## src/rtl/rgb_pixel_assembler_if.sv

```systemverilog
// Byte-stream input and tagged-pixel output of the RGB pixel assembler.
// The master drives the serial byte stream; the slave (assembler) returns pixels.
interface rgb_pixel_assembler_if #(
    parameter int unsigned XW = 10,
    parameter int unsigned YW = 9
);
    logic [7:0]    in_data;
    logic          in_valid;
    logic          eof;
    logic [23:0]   pix_rgb;
    logic          pix_valid;
    logic [XW-1:0] pix_x;
    logic [YW-1:0] pix_y;
    logic          sof;
    logic          eol;
    logic          frame_done;
    logic          done;
    logic          frame_err;

    modport master (
        output in_data, in_valid, eof,
        input  pix_rgb, pix_valid, pix_x, pix_y, sof, eol, frame_done, done, frame_err
    );

    modport slave (
        input  in_data, in_valid, eof,
        output pix_rgb, pix_valid, pix_x, pix_y, sof, eol, frame_done, done, frame_err
    );
endinterface

```

## src/rtl/rgb_pixel_assembler.sv

```systemverilog
// Packs a byte-serial R,G,B stream into 24-bit pixels tagged with raster position,
// start-of-frame / end-of-line / frame-done flags, and stops at end-of-file.
module rgb_pixel_assembler #(
    parameter int unsigned IMG_WIDTH  = 640,
    parameter int unsigned IMG_HEIGHT = 480,
    parameter int unsigned XW         = 10,
    parameter int unsigned YW         = 9
) (
    input logic                  clk,
    input logic                  rst,
    rgb_pixel_assembler_if.slave bus
);
    localparam logic [XW-1:0] XMax = XW'(IMG_WIDTH - 1);
    localparam logic [YW-1:0] YMax = YW'(IMG_HEIGHT - 1);

    typedef enum logic [0:0] {StRun, StDone} state_e;

    state_e        state_q, state_d;
    logic [1:0]    phase_q, phase_d;
    logic [7:0]    r_q, r_d, g_q, g_d;
    logic [XW-1:0] x_q, x_d, pix_x_q, pix_x_d;
    logic [YW-1:0] y_q, y_d, pix_y_q, pix_y_d;
    logic [23:0]   pix_rgb_q, pix_rgb_d;
    logic          pix_valid_q, pix_valid_d;
    logic          sof_q, sof_d, eol_q, eol_d, frame_done_q, frame_done_d;
    logic          done_q, done_d, frame_err_q, frame_err_d;
    logic          accept;

    assign accept = (state_q == StRun) && bus.in_valid && !bus.eof;

    always_comb begin
        state_d      = state_q;
        phase_d      = phase_q;
        r_d          = r_q;
        g_d          = g_q;
        x_d          = x_q;
        y_d          = y_q;
        pix_x_d      = pix_x_q;
        pix_y_d      = pix_y_q;
        pix_rgb_d    = pix_rgb_q;
        pix_valid_d  = 1'b0;
        sof_d        = 1'b0;
        eol_d        = 1'b0;
        frame_done_d = 1'b0;
        done_d       = done_q;
        frame_err_d  = frame_err_q;

        if (state_q == StRun && bus.eof) begin
            // Any byte arriving alongside eof is dropped, even a completing B byte.
            state_d = StDone;
            done_d  = 1'b1;
            if (phase_q != 2'd0 || x_q != '0 || y_q != '0) begin
                frame_err_d = 1'b1;
            end
        end else if (accept) begin
            case (phase_q)
                2'd0: begin
                    r_d     = bus.in_data;
                    phase_d = 2'd1;
                end
                2'd1: begin
                    g_d     = bus.in_data;
                    phase_d = 2'd2;
                end
                default: begin
                    phase_d      = 2'd0;
                    pix_rgb_d    = {r_q, g_q, bus.in_data};
                    pix_valid_d  = 1'b1;
                    pix_x_d      = x_q;
                    pix_y_d      = y_q;
                    sof_d        = (x_q == '0) && (y_q == '0);
                    eol_d        = (x_q == XMax);
                    frame_done_d = (x_q == XMax) && (y_q == YMax);
                    if (x_q == XMax) begin
                        x_d = '0;
                        y_d = (y_q == YMax) ? '0 : y_q + YW'(1);
                    end else begin
                        x_d = x_q + XW'(1);
                    end
                end
            endcase
        end
    end

    always_ff @(posedge clk) begin
        if (rst) begin
            state_q      <= StRun;
            phase_q      <= 2'd0;
            r_q          <= '0;
            g_q          <= '0;
            x_q          <= '0;
            y_q          <= '0;
            pix_x_q      <= '0;
            pix_y_q      <= '0;
            pix_rgb_q    <= '0;
            pix_valid_q  <= 1'b0;
            sof_q        <= 1'b0;
            eol_q        <= 1'b0;
            frame_done_q <= 1'b0;
            done_q       <= 1'b0;
            frame_err_q  <= 1'b0;
        end else begin
            state_q      <= state_d;
            phase_q      <= phase_d;
            r_q          <= r_d;
            g_q          <= g_d;
            x_q          <= x_d;
            y_q          <= y_d;
            pix_x_q      <= pix_x_d;
            pix_y_q      <= pix_y_d;
            pix_rgb_q    <= pix_rgb_d;
            pix_valid_q  <= pix_valid_d;
            sof_q        <= sof_d;
            eol_q        <= eol_d;
            frame_done_q <= frame_done_d;
            done_q       <= done_d;
            frame_err_q  <= frame_err_d;
        end
    end

    assign bus.pix_rgb    = pix_rgb_q;
    assign bus.pix_valid  = pix_valid_q;
    assign bus.pix_x      = pix_x_q;
    assign bus.pix_y      = pix_y_q;
    assign bus.sof        = sof_q;
    assign bus.eol        = eol_q;
    assign bus.frame_done = frame_done_q;
    assign bus.done       = done_q;
    assign bus.frame_err  = frame_err_q;
endmodule

```

## src/flat_wrapper.sv

```systemverilog
// flat-port wrapper written by rule: the top's interface ports become plain ports
module rgb_pixel_assembler_flat 
#(
    parameter int unsigned IMG_WIDTH  = 640,
    parameter int unsigned IMG_HEIGHT = 480,
    parameter int unsigned XW         = 10,
    parameter int unsigned YW         = 9
)
  (clk, rst, bus_in_data, bus_in_valid, bus_eof, bus_pix_rgb, bus_pix_valid, bus_pix_x, bus_pix_y, bus_sof, bus_eol, bus_frame_done, bus_done, bus_frame_err);
  rgb_pixel_assembler_if #(.XW(XW), .YW(YW)) bus_i ();
  input logic clk;
  input logic rst;
  input wire logic [$bits(bus_i.in_data)-1:0] bus_in_data;
  input wire logic [$bits(bus_i.in_valid)-1:0] bus_in_valid;
  input wire logic [$bits(bus_i.eof)-1:0] bus_eof;
  output wire logic [$bits(bus_i.pix_rgb)-1:0] bus_pix_rgb;
  output wire logic [$bits(bus_i.pix_valid)-1:0] bus_pix_valid;
  output wire logic [$bits(bus_i.pix_x)-1:0] bus_pix_x;
  output wire logic [$bits(bus_i.pix_y)-1:0] bus_pix_y;
  output wire logic [$bits(bus_i.sof)-1:0] bus_sof;
  output wire logic [$bits(bus_i.eol)-1:0] bus_eol;
  output wire logic [$bits(bus_i.frame_done)-1:0] bus_frame_done;
  output wire logic [$bits(bus_i.done)-1:0] bus_done;
  output wire logic [$bits(bus_i.frame_err)-1:0] bus_frame_err;
  assign bus_i.in_data = bus_in_data;
  assign bus_i.in_valid = bus_in_valid;
  assign bus_i.eof = bus_eof;
  assign bus_pix_rgb = bus_i.pix_rgb;
  assign bus_pix_valid = bus_i.pix_valid;
  assign bus_pix_x = bus_i.pix_x;
  assign bus_pix_y = bus_i.pix_y;
  assign bus_sof = bus_i.sof;
  assign bus_eol = bus_i.eol;
  assign bus_frame_done = bus_i.frame_done;
  assign bus_done = bus_i.done;
  assign bus_frame_err = bus_i.frame_err;
  rgb_pixel_assembler #(.IMG_WIDTH(IMG_WIDTH), .IMG_HEIGHT(IMG_HEIGHT), .XW(XW), .YW(YW)) u_core (.clk(clk), .rst(rst), .bus(bus_i));
endmodule
```

## config.mk

```make
export PLATFORM = sky130hd
export DESIGN_NAME = rgb_pixel_assembler_flat
export DESIGN_NICKNAME = d
export VERILOG_FILES = /design/src/rtl/rgb_pixel_assembler_if.sv /design/src/rtl/rgb_pixel_assembler.sv /design/src/flat_wrapper.sv
export SDC_FILE = /design/constraint.sdc
export NUM_CORES = 1
export LEC_CHECK = 0
export ABC_CLOCK_PERIOD_IN_PS = 1750
export CAP_MARGIN = 15
export CORE_ASPECT_RATIO = 1.1
export CORE_UTILIZATION = 52
export CTS_CLUSTER_SIZE = 8
export DETAILED_ROUTE_END_ITERATION = 10
export PLACE_DENSITY = 0.79
export SYNTH_ARGS = -nofsm -noshare
export SYNTH_HDL_FRONTEND = slang
export SYNTH_SLANG_ARGS = --single-unit
```

## constraint.sdc

```tcl
create_clock -name clk -period 1.75 [get_ports clk]
set_input_delay 0.175 -clock clk [delete_from_list [all_inputs] [get_ports clk]]
set_output_delay 0.175 -clock clk [all_outputs]
set_load 0.05 [all_outputs]
```

==> run metrics, run 1 <==
insertion delay to the later sink of the worst-skew pair 370 ps; final setup fails 0; worst clock skew 13.2 ps; pwr dens 865 mW/mm2; Fillers 477; Worst EP required 1570 ps; routed vias/inst 5.34; CTS tree done; Root Buffer clkbuf_8; unrepaired setup endpoints after global routing no; Ys Warns 0; area of the core 0.00619 mm2; Synth Area in Adders 1.50%; H-tree depth 3; Clock Pin Slew Worst Setup and Hold Paths 90 ps; crit path kind flop to output port; Synth Area in Compound Gates 9.89%; DRC 0; # diodes 0; Initial Util 53.7%; initial drt markers 211; outcome completed; WL/cell 13.9 um; die area 0.00672 mm2; Max Slew Vio Count 0; largest net degree at the start of global routing 49; Seq/Total Area, Yosys 51.7%; setup_tns 0 ps; syn nets 410; drt total wl 7730 um; async set-reset flop share out of synthesis 0%; GPL Wtd Cong 0.864; Post-synth top cells nand2_1 (102), dfxtp_1 (86), a21oi_1 (56), nor2_1 (34), mux2i_1 (17); Final Hold Viols 0; crit path DAT 1530 ps; Critical Path End Type output port; top cells by area, synth dfxtp_1 (52%), nand2_1 (12%), a21oi_1 (8.4%); DR vias 2968; Detail Route Antenna Nets 0; Post-DP Area 0.00417 mm2; slew at the pin with the worst max-slew slack 515 ps; Avg Inst Size Synth 8.45 um2; post-synthesis xor/xnor area fraction 2.11%; Crit path max-delay family buffers and inverters; Hold WC Path Type primary input to flop; total CTS buffers 9; Tot GR Track Use 24.1%; first-pass GRT wire length 12600 um; minimum clock period 1710 ps; Std-Cell Rows 30; Multi-input gate area 0.00149 mm2; top cell type's share of synthesized area 51.7%; CP Cell Sequence clkdlybuf4s50_1; PortBufs 60; Synth cell types 32; CTS Sinks 86; Synth area leader dfxtp_1; most common cell in the netlist nand2_1; Worst path max stage delay 810 ps; synthesized cell area 0.00333 mm2; fin nets 487; post-synthesis register bit count 86; Initial DRT Pass Iterations 6; antenna violations before repair 0; worst vdd ir 666 uV; share of layout cells above drive strength 1 11.6%; Gate Count Post-Synth 394; post-synthesis mux area share 5.11%; max_cap viols 0; commonest register cell after synthesis dfxtp_1; I/O Pins 61; P_leak 1.69 nW; WP buf/inv 1; Overflow after GRT 0; Final HPWL DP 5320 um; Worst Path Max Fanout 2; layout overhead on the synthesized area 32.6%; Slew HR 65.5%; Critical Path Slowest Stage Cell clkdlybuf4s50_1; Post-CTS Setup Bufs 0; die width 78.3 um; largest family of logic cells by synthesized area simple AND/OR/NAND/NOR gates; CTS Buffer Depth 2; fin crit share 97.4%; Critical Path Start Type flop; Die H 85.9 um; Post-synth EDFFs 0; FMAX 0.586 GHz; Reg area 0.00172 mm2; number of global-route vias before repair 2711; Simple-Gate Fraction of Synth Area 25.9%; design area 0.00441 mm2
[cells in the final DEF (no fill, tap or decap), types with 3 or more instances in the layout]
| cell type | n |
|---|---|
| nand2_1 | 102 |
| dfxtp_1 | 85 |
| clkdlybuf4s50_1 | 57 |
| a21oi_1 | 56 |
| nor2_1 | 34 |
| buf_4 | 29 |
| mux2i_1 | 17 |
| nand3_1 | 10 |
| inv_1 | 9 |
| clkbuf_8 | 9 |
| nand4_1 | 7 |
| nor4_1 | 7 |
| xnor2_1 | 6 |
| o21ai_0 | 6 |
| nor3_1 | 4 |
| ha_1 | 4 |
| bufinv_16 | 3 |
[through the flow]
step	cells	worst slack (ps)	hold slack, ps	util, %	total power [mW]
5_1_grt	556	1.37	238	71.3	3.91
6_report	556	44.9	213	71.3	3.82
2_1_floorplan	394	86.0	259	-	2.10
4_1_cts	556	36.4	214	71.2	3.82
3_5_place_dp	540	-185	440	67.3	2.17
3_3_place_gp	540	-111	437	67.3	2.16
[power by group]
group,internal [mW],total (mW),switching (mW)
clock,0.955,1.70,0.740
sequential,1.97,1.98,0.00926
combinational,0.0594,0.142,0.0831
total,2.99,3.82,0.832
[sequential cells by signal, indices dropped and copies added, names as in the netlist]
signal and count:
u_core.bus.pix_valid 1, u_core.y_q 9, u_core.g_q 8, u_core.bus.pix_y 9, u_core.bus.eol 1, u_core.r_q 8
u_core.bus.pix_x 10, u_core.bus.frame_done 1, u_core.bus.sof 1, u_core.bus.done 1, u_core.bus.frame_err 1, u_core.phase_q 2
u_core.bus.pix_rgb 24, u_core.x_q 10
[metal layers]
| metal | global-route usage [%] | wire length, um |
|---|---|---|
| met1 | 31.5 | 3510 |
| met2 | 38.6 | 3540 |
| met3 | 5.53 | 532 |
| met4 | 9.76 | 158 |
| met5 | 0 | 0 |
[area by class of cell]
class	count	share of cell area, %
Clock buffer	9	2.81
Clock inverter	7	2.72
Inverter	9	0.766
Multi-Input combinational cell	276	33.7
Sequential cell	86	39.0
Tap cell	80	2.27
Timing Repair Buffer	89	18.7
[path summary, 6_finish.rpt]
check	end	startpoint	slack, ps	depth (start not counted)
min reg2reg	u_core.bus.frame_err$_SDFFE_PP0P_	u_core.bus.frame_err$_SDFFE_PP0P_	450	2
max	bus_pix_x[1]	u_core.bus.pix_x[1]$_SDFFE_PP0P_	40	1
max reg2reg	u_core.y_q[8]$_SDFFE_PP0P_	u_core.bus.done$_SDFFE_PP0P_	100	4
min	u_core.g_q[3]$_SDFFE_PP0P_	rst	210	2
[logic make-up (layout without fill, tap and decap cells)]
group,count (synthesis),after routing
and+or+nand+nor,183,183
DFF,86,86
xor gates and xnor gates,8,8
adders and majority gates,4,4
muxes,17,17
AOI/OAI and AO/OA,64,64
buffers and inverters,32,114
[repair_timing]
action / CTS / global route
hold buffers: 0 / 0
gates resized for setup: 0 / 1
setup endpoints to repair: 0 / 1
Power figures use the tool's default switching activity.
==> run 2: changes to the inputs <==
Settings changed: MAX_ROUTING_LAYER from default to met4.
==> run 2 against run 1 <==
Effect of this change:
- clock skew decreased by 4.6 ps
- sequential power about the same
- fmax grew 0.20%
- total power fell by 11%
- critical path depth is the same
- cell count is 0.18% lower
- count of clock-buffer cells in the layout is the same
- via count rose by 0.44%
- first-iteration DRC count increased by 22%
- flip-flop and latch count unchanged
- critical endpoint is now bus_done
- core utilization fell by 1.2 points
- clock power is 25% lower
==> run metrics, run 2 (synthesis gave the netlist of run 1 again) <==
largest net degree at the start of global routing 35 (-29%); number of global-route vias before repair 2694 (-0.63%); R2R setup slack 60 ps (-40 ps); setup_tns 0 ps (unchanged); fin crit share 97.2% (-0.19 points); Hold Slack 264 ps (+50.3 ps); layout overhead on the synthesized area 30.3%; post-route total power 3.39 mW (-11%); Critical Path End Type output port; final setup fails 0 (unchanged); dpl ws -164 ps (+20.8 ps); GPL Wtd Cong 0.894 (+3.6%); I/O Pins 61 (unchanged); Final Hold Viols 0 (unchanged); max_cap viols 0 (unchanged); Max Slew Vio Count 0 (unchanged); outcome completed; worst-case reg-to-reg path depth 4 (unchanged); total CTS buffers 9 (unchanged); CTS tree done; post_cts resized 0 (unchanged); Worst EP required 1570 ps (about the same); WL/cell 13.7 um (-1.3%); Critical Path Slowest Stage Cell clkdlybuf4s50_1; pwr dens 782 mW/mm2 (-9.6%); die width 78.3 um (unchanged); worst vdd ir 481 uV (-28%); worst clock skew 8.56 ps (-4.61 ps); DR vias 2981 (+0.44%); GRT busiest layer met2; Overflow after GRT 0 (unchanged); R2R Path End u_core.y_q[8]$_SDFFE_PP0P_; Worst path max stage delay 800 ps (about the same); share of layout cells above drive strength 1 11.4% (-0.19 points); Hold WC Path Type primary input to flop; insertion delay to the later sink of the worst-skew pair 360 ps (about the same); crit path kind flop to output port; drt total wl 7620 um (-1.5%); Largest register FFs 24 (unchanged); CTS Sinks 86 (unchanged); placed insts 539 (-0.19%); Die H 85.9 um (unchanged); crit path DAT 1530 ps (about the same); Detail Route Antenna Nets 0 (unchanged); Layout Utilization 70.0% (-1.2 points); Critical Path Start Type flop; routed vias/inst 5.37 (+0.62%); Non-Filler Instances 555 (-0.18%); Tot GR Track Use 24.3% (+0.14 points); Fillers 504 (+5.7%); P_leak 1.69 nW (-0.11%); M2 GR Usage 35.5% (-3.1 points); Slew HR 65.7% (+0.16 points); H-tree depth 3 (unchanged); most frequent cells in the layout nand2_1 (102), dfxtp_1 (85), a21oi_1 (56), clkdlybuf4s50_1 (55), nor2_1 (34); PortBufs 60 (unchanged); WP buf/inv 1 (unchanged); Post-CTS Setup Bufs 0 (unchanged); Clock Pin Slew Worst Setup and Hold Paths 90 ps (about the same); Initial Util 53.7% (unchanged); first-pass GRT wire length 12400 um (-2.1%); most common library cell in the layout ignoring fill and taps nand2_1; # diodes 0 (unchanged); minimum clock period 1700 ps (-3.33 ps); hold depth 2 (unchanged); DRC 0 (unchanged); Multi-input gate area 0.00149 mm2 (+0.25%); Initial DRT Pass Iterations 4 (-2); initial drt markers 258 (+22%); CTS Buffer Depth 2 (unchanged); design area 0.00434 mm2 (-1.7%); met1 Usage GRT 32.5% (+1.1 points); die area 0.00672 mm2 (unchanged); area of the core 0.00619 mm2 (unchanged); met3 Track Usage GR 5.11% (-0.43 points); FF-to-FF Start u_core.x_q[8]$_SDFFE_PP0P_; fin nets 486 (-0.21%); antenna violations before repair 0 (unchanged); Root Buffer clkbuf_8; Reg area 0.00172 mm2 (unchanged); Crit path max-delay family buffers and inverters; unrepaired setup endpoints after global routing no; hold_sp rst; Worst Hold End u_core.x_q[6]$_SDFFE_PP0P_; CTS Hold Buffers Added 0 (unchanged); Worst Path Max Fanout 5 (+3); Post-DP Area 0.00415 mm2 (-0.48%); Final HPWL DP 5270 um (-0.88%); CP Cell Sequence clkdlybuf4s50_1; Setup WS post-layout 48.3 ps (+3.33 ps); Std-Cell Rows 30 (unchanged); FMAX 0.588 GHz (+0.20%); slew at the pin with the worst max-slew slack 513 ps (-2.44 ps)
[run 2: changes by cell type in the layout (fill, tap and decap cells not counted), moves of 2 or more]
cell	delta
dlymetal6s2s_1	+2
bufinv_16	-3
clkdlybuf4s50_1	-2
clkinv_4	+2
[run 2: worst max path at each step]
stage | startpoint | end | depth (start not counted)
6_report | u_core.bus.done$_SDFFE_PP0P_ | bus_done | 1
5_1_grt | u_core.bus.pix_rgb[15]$_SDFFE_PP0P_ | bus_pix_rgb[15] | 1
4_1_cts | u_core.bus.pix_rgb[7]$_SDFFE_PP0P_ | bus_pix_rgb[7] | 1
3_5_place_dp | bus_eof | u_core.y_q[8]$_SDFFE_PP0P_ | 5
3_3_place_gp | bus_eof | u_core.y_q[8]$_SDFFE_PP0P_ | 5
2_1_floorplan | u_core.bus.done$_SDFFE_PP0P_ | u_core.y_q[5]$_SDFFE_PP0P_ | 4
[run 2: final cells by class]
class                           instances  area share (%)
Sequential cell                        86            39.7
Multi-Input combinational cell        276            34.4
Timing Repair Buffer                   88            18.7
Clock buffer                            9            2.86
Tap cell                               80            2.31
Clock inverter                          7            1.30
Inverter                                9           0.779
[run 2: power breakdown]
part / leakage, nW / internal (mW) / switching [mW]
Sequential: 0.694 / 1.97 / 0.00957
Clock: 0.0906 / 0.532 / 0.742
Combinational: 0.901 / 0.0566 / 0.0818
[run 2: routing by layer]
layer / vias to the layer above / wire (um)
li1: 1475 / -
met1: 1369 / 3610
met2: 123 / 3440
met3: 14 / 438
met4: 0 / 133
met5: - / 0
==> run 3: changes to the inputs <==
Settings changed: ABC_AREA from default to 0.
==> results of run 3 <==
Same layout as run 2: the final DEF is identical, and so are final timing and power.
